## src/rtl/otl_reg_bank_if.sv

```systemverilog
// Memory-side request/response bundle between the AXI4-Lite slave (master modport)
// and the register bank (slave modport).
interface otl_reg_bank_if #(
  parameter int unsigned ADDRW = 32,
  parameter int unsigned DATAW = 32
);
  logic [ADDRW-1:0]   m_wraddr;
  logic [DATAW-1:0]   m_wrdata;
  logic [DATAW/8-1:0] m_wrstrb;
  logic               m_wrvalid;
  logic               m_wrready;
  logic               m_wrdone;
  logic               m_wrerr;
  logic [ADDRW-1:0]   m_rdaddr;
  logic               m_rdvalid;
  logic               m_rdready;
  logic [DATAW-1:0]   m_rddata;
  logic               m_rderr;
  logic               m_rspvalid;
  logic               m_rspready;

  modport master (
    output m_wraddr, m_wrdata, m_wrstrb, m_wrvalid,
    input  m_wrready, m_wrdone, m_wrerr,
    output m_rdaddr, m_rdvalid,
    input  m_rdready, m_rddata, m_rderr, m_rspvalid,
    output m_rspready
  );

  modport slave (
    input  m_wraddr, m_wrdata, m_wrstrb, m_wrvalid,
    output m_wrready, m_wrdone, m_wrerr,
    input  m_rdaddr, m_rdvalid,
    output m_rdready, m_rddata, m_rderr, m_rspvalid,
    input  m_rspready
  );
endinterface

```

## src/rtl/otl_reg_bank.sv

```systemverilog
// Register bank behind the AXI4-Lite slave: NREGS byte-strobed words, read-only
// VERSION at index 0, one-deep registered read response with decode-error flags.
module otl_reg_bank #(
  parameter int unsigned      ADDRW   = 32,
  parameter int unsigned      DATAW   = 32,
  parameter int unsigned      NREGS   = 16,
  parameter logic [DATAW-1:0] VERSION = 32'h0001_0000
) (
  input logic           s_axi_aclk,
  input logic           s_axi_areset,
  otl_reg_bank_if.slave bus
);

  localparam int unsigned NBYTES = DATAW / 8;
  localparam int unsigned LSB    = $clog2(NBYTES);
  localparam int unsigned IDXW   = $clog2(NREGS);
  localparam logic [IDXW:0] NREGS_W = (IDXW + 1)'(NREGS);

  typedef enum logic {
    RD_EMPTY,
    RD_FULL
  } rd_state_t;

  // Word 0 is the constant VERSION, so only indices 1..NREGS-1 need storage.
  logic [DATAW-1:0] regs [1:NREGS-1];

  logic             wrready_q;
  logic             wrdone_q;
  logic             wrerr_q;

  rd_state_t        rd_state;
  logic             rspvalid_q;
  logic [DATAW-1:0] rddata_q;
  logic             rderr_q;

  logic [IDXW-1:0]  wr_idx;
  logic [IDXW-1:0]  rd_idx;
  logic             wr_in_range;
  logic             rd_in_range;
  logic             wr_hit;
  logic             wr_acc;
  logic             rd_acc;
  logic             rdready;
  logic [DATAW-1:0] rd_word;
  logic             rd_word_err;
  logic             unused_addr_bits;

  // Byte-offset bits below LSB carry no meaning for word access.
  assign unused_addr_bits = ^{bus.m_wraddr, bus.m_rdaddr};

  function automatic logic idx_in_range(input logic [ADDRW-1:0] a);
    logic [IDXW-1:0] i;
    i = a[LSB +: IDXW];
    return (a[ADDRW-1:LSB+IDXW] == '0) && ({1'b0, i} < NREGS_W);
  endfunction

  assign wr_idx      = bus.m_wraddr[LSB +: IDXW];
  assign rd_idx      = bus.m_rdaddr[LSB +: IDXW];
  assign wr_in_range = idx_in_range(bus.m_wraddr);
  assign rd_in_range = idx_in_range(bus.m_rdaddr);
  assign wr_hit      = wr_in_range && (wr_idx != '0);

  assign wr_acc  = bus.m_wrvalid && wrready_q;
  assign rdready = !rspvalid_q || bus.m_rspready;
  assign rd_acc  = bus.m_rdvalid && rdready;

  always_comb begin
    rd_word     = '0;
    rd_word_err = 1'b1;
    if (rd_in_range) begin
      rd_word_err = 1'b0;
      if (rd_idx == '0) begin
        rd_word = VERSION;
      end else begin
        rd_word = regs[rd_idx];
      end
    end
  end

  // Write channel: storage and the one-cycle completion pulse.
  always_ff @(posedge s_axi_aclk) begin
    if (s_axi_areset) begin
      for (int unsigned i = 1; i < NREGS; i++) begin
        regs[i] <= '0;
      end
      wrready_q <= 1'b0;
      wrdone_q  <= 1'b0;
      wrerr_q   <= 1'b0;
    end else begin
      wrready_q <= 1'b1;
      wrdone_q  <= wr_acc;
      wrerr_q   <= wr_acc && !wr_hit;
      if (wr_acc && wr_hit) begin
        for (int unsigned b = 0; b < NBYTES; b++) begin
          if (bus.m_wrstrb[b]) begin
            regs[wr_idx][8*b +: 8] <= bus.m_wrdata[8*b +: 8];
          end
        end
      end
    end
  end

  // Read response FSM; rd_word samples storage before any same-edge write lands.
  always_ff @(posedge s_axi_aclk) begin
    if (s_axi_areset) begin
      rd_state   <= RD_EMPTY;
      rspvalid_q <= 1'b0;
      rddata_q   <= '0;
      rderr_q    <= 1'b0;
    end else begin
      case (rd_state)
        RD_EMPTY: begin
          if (rd_acc) begin
            rd_state   <= RD_FULL;
            rspvalid_q <= 1'b1;
            rddata_q   <= rd_word;
            rderr_q    <= rd_word_err;
          end
        end
        RD_FULL: begin
          if (bus.m_rspready) begin
            if (rd_acc) begin
              rddata_q <= rd_word;
              rderr_q  <= rd_word_err;
            end else begin
              rd_state   <= RD_EMPTY;
              rspvalid_q <= 1'b0;
            end
          end
        end
        default: begin
          rd_state   <= RD_EMPTY;
          rspvalid_q <= 1'b0;
        end
      endcase
    end
  end

  assign bus.m_wrready  = wrready_q;
  assign bus.m_wrdone   = wrdone_q;
  assign bus.m_wrerr    = wrerr_q;
  assign bus.m_rdready  = rdready;
  assign bus.m_rddata   = rddata_q;
  assign bus.m_rderr    = rderr_q;
  assign bus.m_rspvalid = rspvalid_q;

endmodule
```

## src/flat_wrapper.sv

```systemverilog
// flat-port wrapper written by rule: the top's interface ports become plain ports
module otl_reg_bank_flat 
#(
  parameter int unsigned      ADDRW   = 32,
  parameter int unsigned      DATAW   = 32,
  parameter int unsigned      NREGS   = 16,
  parameter logic [DATAW-1:0] VERSION = 32'h0001_0000
)
  (s_axi_aclk, s_axi_areset, bus_m_wraddr, bus_m_wrdata, bus_m_wrstrb, bus_m_wrvalid, bus_m_wrready, bus_m_wrdone, bus_m_wrerr, bus_m_rdaddr, bus_m_rdvalid, bus_m_rdready, bus_m_rddata, bus_m_rderr, bus_m_rspvalid, bus_m_rspready);
  otl_reg_bank_if #(.ADDRW(ADDRW), .DATAW(DATAW)) bus_i ();
  input logic s_axi_aclk;
  input logic s_axi_areset;
  input wire logic [$bits(bus_i.m_wraddr)-1:0] bus_m_wraddr;
  input wire logic [$bits(bus_i.m_wrdata)-1:0] bus_m_wrdata;
  input wire logic [$bits(bus_i.m_wrstrb)-1:0] bus_m_wrstrb;
  input wire logic [$bits(bus_i.m_wrvalid)-1:0] bus_m_wrvalid;
  output wire logic [$bits(bus_i.m_wrready)-1:0] bus_m_wrready;
  output wire logic [$bits(bus_i.m_wrdone)-1:0] bus_m_wrdone;
  output wire logic [$bits(bus_i.m_wrerr)-1:0] bus_m_wrerr;
  input wire logic [$bits(bus_i.m_rdaddr)-1:0] bus_m_rdaddr;
  input wire logic [$bits(bus_i.m_rdvalid)-1:0] bus_m_rdvalid;
  output wire logic [$bits(bus_i.m_rdready)-1:0] bus_m_rdready;
  output wire logic [$bits(bus_i.m_rddata)-1:0] bus_m_rddata;
  output wire logic [$bits(bus_i.m_rderr)-1:0] bus_m_rderr;
  output wire logic [$bits(bus_i.m_rspvalid)-1:0] bus_m_rspvalid;
  input wire logic [$bits(bus_i.m_rspready)-1:0] bus_m_rspready;
  assign bus_i.m_wraddr = bus_m_wraddr;
  assign bus_i.m_wrdata = bus_m_wrdata;
  assign bus_i.m_wrstrb = bus_m_wrstrb;
  assign bus_i.m_wrvalid = bus_m_wrvalid;
  assign bus_m_wrready = bus_i.m_wrready;
  assign bus_m_wrdone = bus_i.m_wrdone;
  assign bus_m_wrerr = bus_i.m_wrerr;
  assign bus_i.m_rdaddr = bus_m_rdaddr;
  assign bus_i.m_rdvalid = bus_m_rdvalid;
  assign bus_m_rdready = bus_i.m_rdready;
  assign bus_m_rddata = bus_i.m_rddata;
  assign bus_m_rderr = bus_i.m_rderr;
  assign bus_m_rspvalid = bus_i.m_rspvalid;
  assign bus_i.m_rspready = bus_m_rspready;
  otl_reg_bank #(.ADDRW(ADDRW), .DATAW(DATAW), .NREGS(NREGS), .VERSION(VERSION)) u_core (.s_axi_aclk(s_axi_aclk), .s_axi_areset(s_axi_areset), .bus(bus_i));
endmodule
```

## config.mk

```make
export PLATFORM = sky130hd
export DESIGN_NAME = otl_reg_bank_flat
export DESIGN_NICKNAME = d
export VERILOG_FILES = /design/src/rtl/otl_reg_bank_if.sv /design/src/rtl/otl_reg_bank.sv /design/src/flat_wrapper.sv
export SDC_FILE = /design/constraint.sdc
export NUM_CORES = 1
export LEC_CHECK = 0
export CAP_MARGIN = 20
export CORE_MARGIN = 1
export CORE_UTILIZATION = 45
export CTS_CLUSTER_DIAMETER = 50
export DETAILED_ROUTE_END_ITERATION = 10
export PLACE_DENSITY = 0.68
export SETUP_SLACK_MARGIN = 0.05
export SLEW_MARGIN = 20
export SYNTH_ARGS = -nofsm -noshare
export SYNTH_HDL_FRONTEND = slang
export SYNTH_SLANG_ARGS = --single-unit
```

## constraint.sdc

```tcl
create_clock -name s_axi_aclk -period 3.9 [get_ports s_axi_aclk]
set_input_delay 0.78 -clock s_axi_aclk [delete_from_list [all_inputs] [get_ports s_axi_aclk]]
set_output_delay 0.78 -clock s_axi_aclk [all_outputs]
set_load 0.005 [all_outputs]
```

Word level (Yosys, flattened, before mapping)
Memory sizes are Yosys's and may differ from the RTL's.
Cells that the tools add are included.
{"block": "word_totals", "out_inout_bits": 38, "input_bits": 105, "elab_cells": 64, "n_memories": 1, "ramBits": 480, "reg_bits": 38}
{"memory": "u_core.regs", "depth": 15, "word_bits": 32, "read_ports": 1, "rd_clocked_by_memory_dff": 0, "wr": 15, "line_no": "otl_reg_bank.sv:25", "rtl": "logic [DATAW-1:0] regs [1:NREGS-1];"}
{"block": "classes", "eq_ne": 3, "n_mux": 38, "n_reduce_logical": 14, "bitwise_logic": 1}
{"op": "32-bit 2-to-1 mux", "count": 5}
{"op": "32-bit one-hot mux with 2 select lines", "count": 1}
{"op": "26-bit logical NOT", "count": 2}
{"op": "32-bit OR reduction", "count": 1}
{"op": "1-bit 2-to-1 mux", "count": 27}
{"op": "4-bit 2-to-1 mux", "count": 2}
{"op": "1-bit one-hot mux with 2 select lines", "count": 3}
{"op": "1-bit logical AND", "count": 5}
{"op": "4-bit logical NOT", "count": 1}
{"op": "2-bit != test, second input constant", "count": 2}
{"op": "4-bit nonzero test", "count": 1}
{"op": "3-bit AND reduction", "count": 1}
{"op": "1-bit logical NOT", "count": 2}
{"op": "2-bit by 1-bit != test with 1-bit output, second input constant", "count": 1}
{"op": "1-bit logical OR", "count": 1}
{"op": "1-bit inverter", "count": 1}

Longest topological paths before layout
{"block": "depth", "ltp_word": 8, "ltp_mapped": 8, "mapped_depth_nobuf": 4}

Least setup slack after synthesis
OpenSTA, ideal clock, no wires.
{"block": "synth_path", "path_kind": "input -> register", "start": "in bus_m_wraddr[20]", "end": "mem u_core.regs[10][0] (enable)", "path_slack_ns": 0.600, "n_path_buf": 1, "path_stages": 5, "t_arrival_ns": 2.916, "setup_time_ns": 0.384, "cell_sequence": "or4_1 a2111oi_4 buf_4 nand4_2 o21ai_0"}
{"element": "start: declaration", "line_no": "flat_wrapper.sv:13", "rtl": "input wire logic [$bits(bus_i.m_wraddr)-1:0] bus_m_wraddr;"}
{"element": "end: declaration", "line_no": "otl_reg_bank.sv:25"}

==> results.txt <==
----------------------------------------------------
[Finish]
  Finished Core Util ... 55.0%
  Area growth from synthesis to layout ... 20.8%
  Area of the multi-input gates ... 6730 µm²
  Ratio of cells with drive above 1 in the final layout ... 20.2%
  Post-layout net count ... 1,928
  Sequential Area ... 16,100 µm²
  Number of inserted filler cells in the final layout ... 4,075
  Antenna diode count ... 0
  Final standard cell area without fillers ... 28,100 µm²

[Min path]
  Hold WC Path Type ... reg -> reg
  Start point of the worst min-delay path ... u_core.bus.m_rddata[10]

[Floorplanning]
  Starting utilization of the core area ... 45.5%
  Die span in x ... 230 µm
  Standard-cell rows ... 83
  Top-level port count ... 143
  Die Y ... 230 µm
  Area of the core ... 51,200 µm²
  Full die area ... 52,700 µm²

[Yosys]
  Share of async-settable or async-resettable flops after synthesis ... 0%
  Post-synthesis sequential element count ... 549
  Simple-gate area share of the yosys netlist ... 10.2%
  Yosys warns ... 0
  Dominant combinational cell family by area after synthesis ... multiplexers
  Area of the mapped netlist ... 23,300 µm²
  Post-synthesis area per instance ... 14.5 µm²
  Most used DFF post-synth ... sky130_fd_sc_hd__edfxtp_1
  Area fraction in compound gates after synthesis ... 4.46%
  Fraction of synthesized cell area in xor and xnor cells ... 0%
  Number of different library cells in the post-synthesis netlist ... 37
  Gate count after technology mapping ... 1,607
  Number of enable flip-flop cells after synthesis ... 511
  Fraction of synthesized area in multiplexers ... 13.7%
  Fraction of the mapped netlist area in adder cells ... 0%
  Fraction of the yosys area taken by sequential cells ... 69.1%

[Clock network]
  Max Root-Sink Buffers ... 3
  Number of hold-repair buffers added at the cts stage ... 0
  Root buf cell ... sky130_fd_sc_hd__clkbuf_16
  Clock latency of the later-clocked register in the worst-skew pair ... 610 ps
  Clock-pin slew on the worst setup and hold paths ... 60 ps
  CTS H-tree lvls ... 2
  CTS tree ... yes
  Count of buffers added by post-CTS timing repair for setup ... 0
  Post-cts resize count ... 0
  # clock sinks ... 549
  Total CTS buffers ... 57

[STA]
  Final clock period utilization by the worst path ... 80.0%
  Worst relative slew slack ... 39.5%
  Clock tree skew after final layout ... 19.2 ps
  Setup repair after global routing missed its margin ... no
  Fin crit period ... 3120 ps
  Transition time at the pin with the least slew margin ... 906 ps
  Setup tns final ... 0 ps
  Final-report setup violation count ... 0
  Final hold vios ... 0
  Timing-limited maximum frequency ... 320 MHz
  Max-slew violation count ... 0
  Worst hold slack after final layout ... 481 ps

[GRT]
  Via count of the first global-routing pass ... 14,985
  Largest net degree at the start of global routing ... 47
  Total congestion overflow ... 0
  Met2 track demand over resource in global routing ... 38.5%
  GR met1 Demand/Resource ... 30.2%
  Number of antenna violations at the first check in global routing ... 0
  GR Layer Usage met3 ... 4.49%
  Global-route wire length before repair ... 90,200 µm
  Total global-route track usage ... 22.9%
  Most heavily used metal layer in global routing ... met2

[Drt]
  Routed WL per cell ... 23.5 µm
  Total length of routed wires ... 59,800 µm
  Drc violations ... 0
  Drt pass-1 iters ... 5
  Vias per std cell ... 5.72
  Via total after detailed routing ... 14,581
  DR iter-0 viols ... 1,416
  Routed Antenna Nets ... 0

[Pwr]
  Peak supply drop ... 305 µV
  Power density over the cells ... 460 nW/µm²
  Static power due to leakage ... 9.68 nW
  Final Total Pwr ... 0.0129 W

[Setup path]
  Crit Path Category ... in -> reg
  Required @ worst endpoint ... 4210 ps
  Crit Path Max Fanout ... 36
  Critical path origin ... bus_m_wraddr[20]
  Crit path launch type ... input pin
  FF-to-FF Start ... u_core.bus.m_wrready
  Element type at the critical path end ... register
  Arrival time worst endpoint ... 3430 ps

[Placed design]
  Post-DP HPWL ... 38,900 µm
  Cell area after placement ... 26,200 µm²
  Number of I/O port buffers ... 138
  Final weighted congestion in routability-driven placement ... 0.807

[Status]
  Result of the run ... completed

[Flow run]
  Max-cap violations ... 0

----------------------------------------------------
sequential cells by signal, summed over array words and instances, names as in the netlist:
signal	count
u_core.regs	511
u_core.bus.m_rddata	32
u_core.bus.m_rderr	1
u_core.bus.m_rspvalid	1
u_core.bus.m_wrdone	1
u_core.bus.m_wrerr	1
u_core.bus.m_wrready	1
u_core.rd_state	1
power by group:
part	internal, W	switching [W]	total [W]
Combinational	0.000376	0.000440	0.000816
Clock	0.00324	0.00227	0.00551
Sequential	0.00657	0.0000465	0.00662
cell usage after synthesis (2+ instances only):
master	number	area [µm²]
sky130_fd_sc_hd__nand3_1	2	10.0
sky130_fd_sc_hd__nand4_1	7	43.8
sky130_fd_sc_hd__buf_1	9	33.8
sky130_fd_sc_hd__nor2b_1	7	43.8
sky130_fd_sc_hd__and2_1	7	43.8
sky130_fd_sc_hd__nor2_1	489	1840
sky130_fd_sc_hd__dfxtp_1	38	761
sky130_fd_sc_hd__nand2b_1	2	12.5
sky130_fd_sc_hd__nand2_1	37	139
sky130_fd_sc_hd__buf_2	7	35.0
sky130_fd_sc_hd__nor4_1	10	62.6
sky130_fd_sc_hd__edfxtp_1	511	15300
sky130_fd_sc_hd__nor3_1	2	10.0
sky130_fd_sc_hd__mux2i_1	33	330
sky130_fd_sc_hd__or4_1	4	30.0
sky130_fd_sc_hd__a22oi_1	15	113
sky130_fd_sc_hd__clkbuf_1	135	507
sky130_fd_sc_hd__o21ai_0	76	380
sky130_fd_sc_hd__a211oi_1	2	15.0
sky130_fd_sc_hd__mux4_2	127	2860
sky130_fd_sc_hd__a22o_1	31	272
sky130_fd_sc_hd__nand4_2	9	113
sky130_fd_sc_hd__o22ai_1	17	106
sky130_fd_sc_hd__a21oi_1	17	85.1
final timing paths:
| kind | end | slack [ps] | cells after the start |
|---|---|---|---|
| max reg2reg | u_core.regs[4][21] | 1490 | 4 |
| min reg2reg | u_core.bus.m_rddata[10] | 480 | 1 |
| min | u_core.bus.m_rddata[10] | 480 | 1 |
| max | u_core.regs[3][14] | 780 | 8 |
critical path: stages:
cell and delay [ps]:
sky130_fd_sc_hd__clkdlybuf4s50_1 390, sky130_fd_sc_hd__or4_1 570, sky130_fd_sc_hd__a2111oi_4 330, sky130_fd_sc_hd__buf_4 290, sky130_fd_sc_hd__nand4_1 190, sky130_fd_sc_hd__buf_12 240, sky130_fd_sc_hd__o21ai_0 380, sky130_fd_sc_hd__buf_4 240
metal layers:
| metal | vias to the layer above | share of wire (%) |
|---|---|---|
| met2 | 636 | 50 |
| met4 | 0 | 2.7 |
| li1 | 6392 | - |
| met5 | - | 0 |
| met1 | 7464 | 39 |
| met3 | 89 | 8.2 |
placed cells by master (no fill, tap or decap), drive strengths merged, types with 10 or more instances in the layout:
cell | netlist | final
conb | 1 | 31
nor4 | 10 | 10
o22ai | 17 | 17
a22o | 31 | 31
clkbuf | 135 | 72
mux2i | 33 | 33
nor2 | 489 | 489
edfxtp | 511 | 511
clkinv | 0 | 20
nand4 | 16 | 16
buf | 17 | 145
clkdlybuf4s50 | 0 | 134
a22oi | 15 | 15
dfxtp | 38 | 38
o21ai | 76 | 76
nand2 | 37 | 37
a21oi | 17 | 17
mux4 | 127 | 127
through the flow:
| step | worst slack, ps | std cells |
|---|---|---|
| after floorplan | 600 | 1637 |
| after global routing | 630 | 2547 |
| after detailed placement | 155 | 2444 |
| final | 778 | 2547 |
| after global placement | 250 | 2444 |
| after CTS | 781 | 2547 |
layout make-up:
type                            instances  area share [%]
Multi-Input combinational cell        935            23.9
Timing Repair Buffer                  279            9.07
Inverter                                1          0.0133
Clock inverter                         31            1.20
Clock buffer                           72            5.55
Sequential cell                       549            57.2
Tap cell                              680            3.02
logic make-up after synthesis:
kind of cell	count (synthesis)
buffers and inverters	153
other	1
flip-flops	549
AO/OA/AOI/OAI	164
multiplexers	160
AND/OR/NAND/NOR	580
Power figures use the tool's default switching activity.
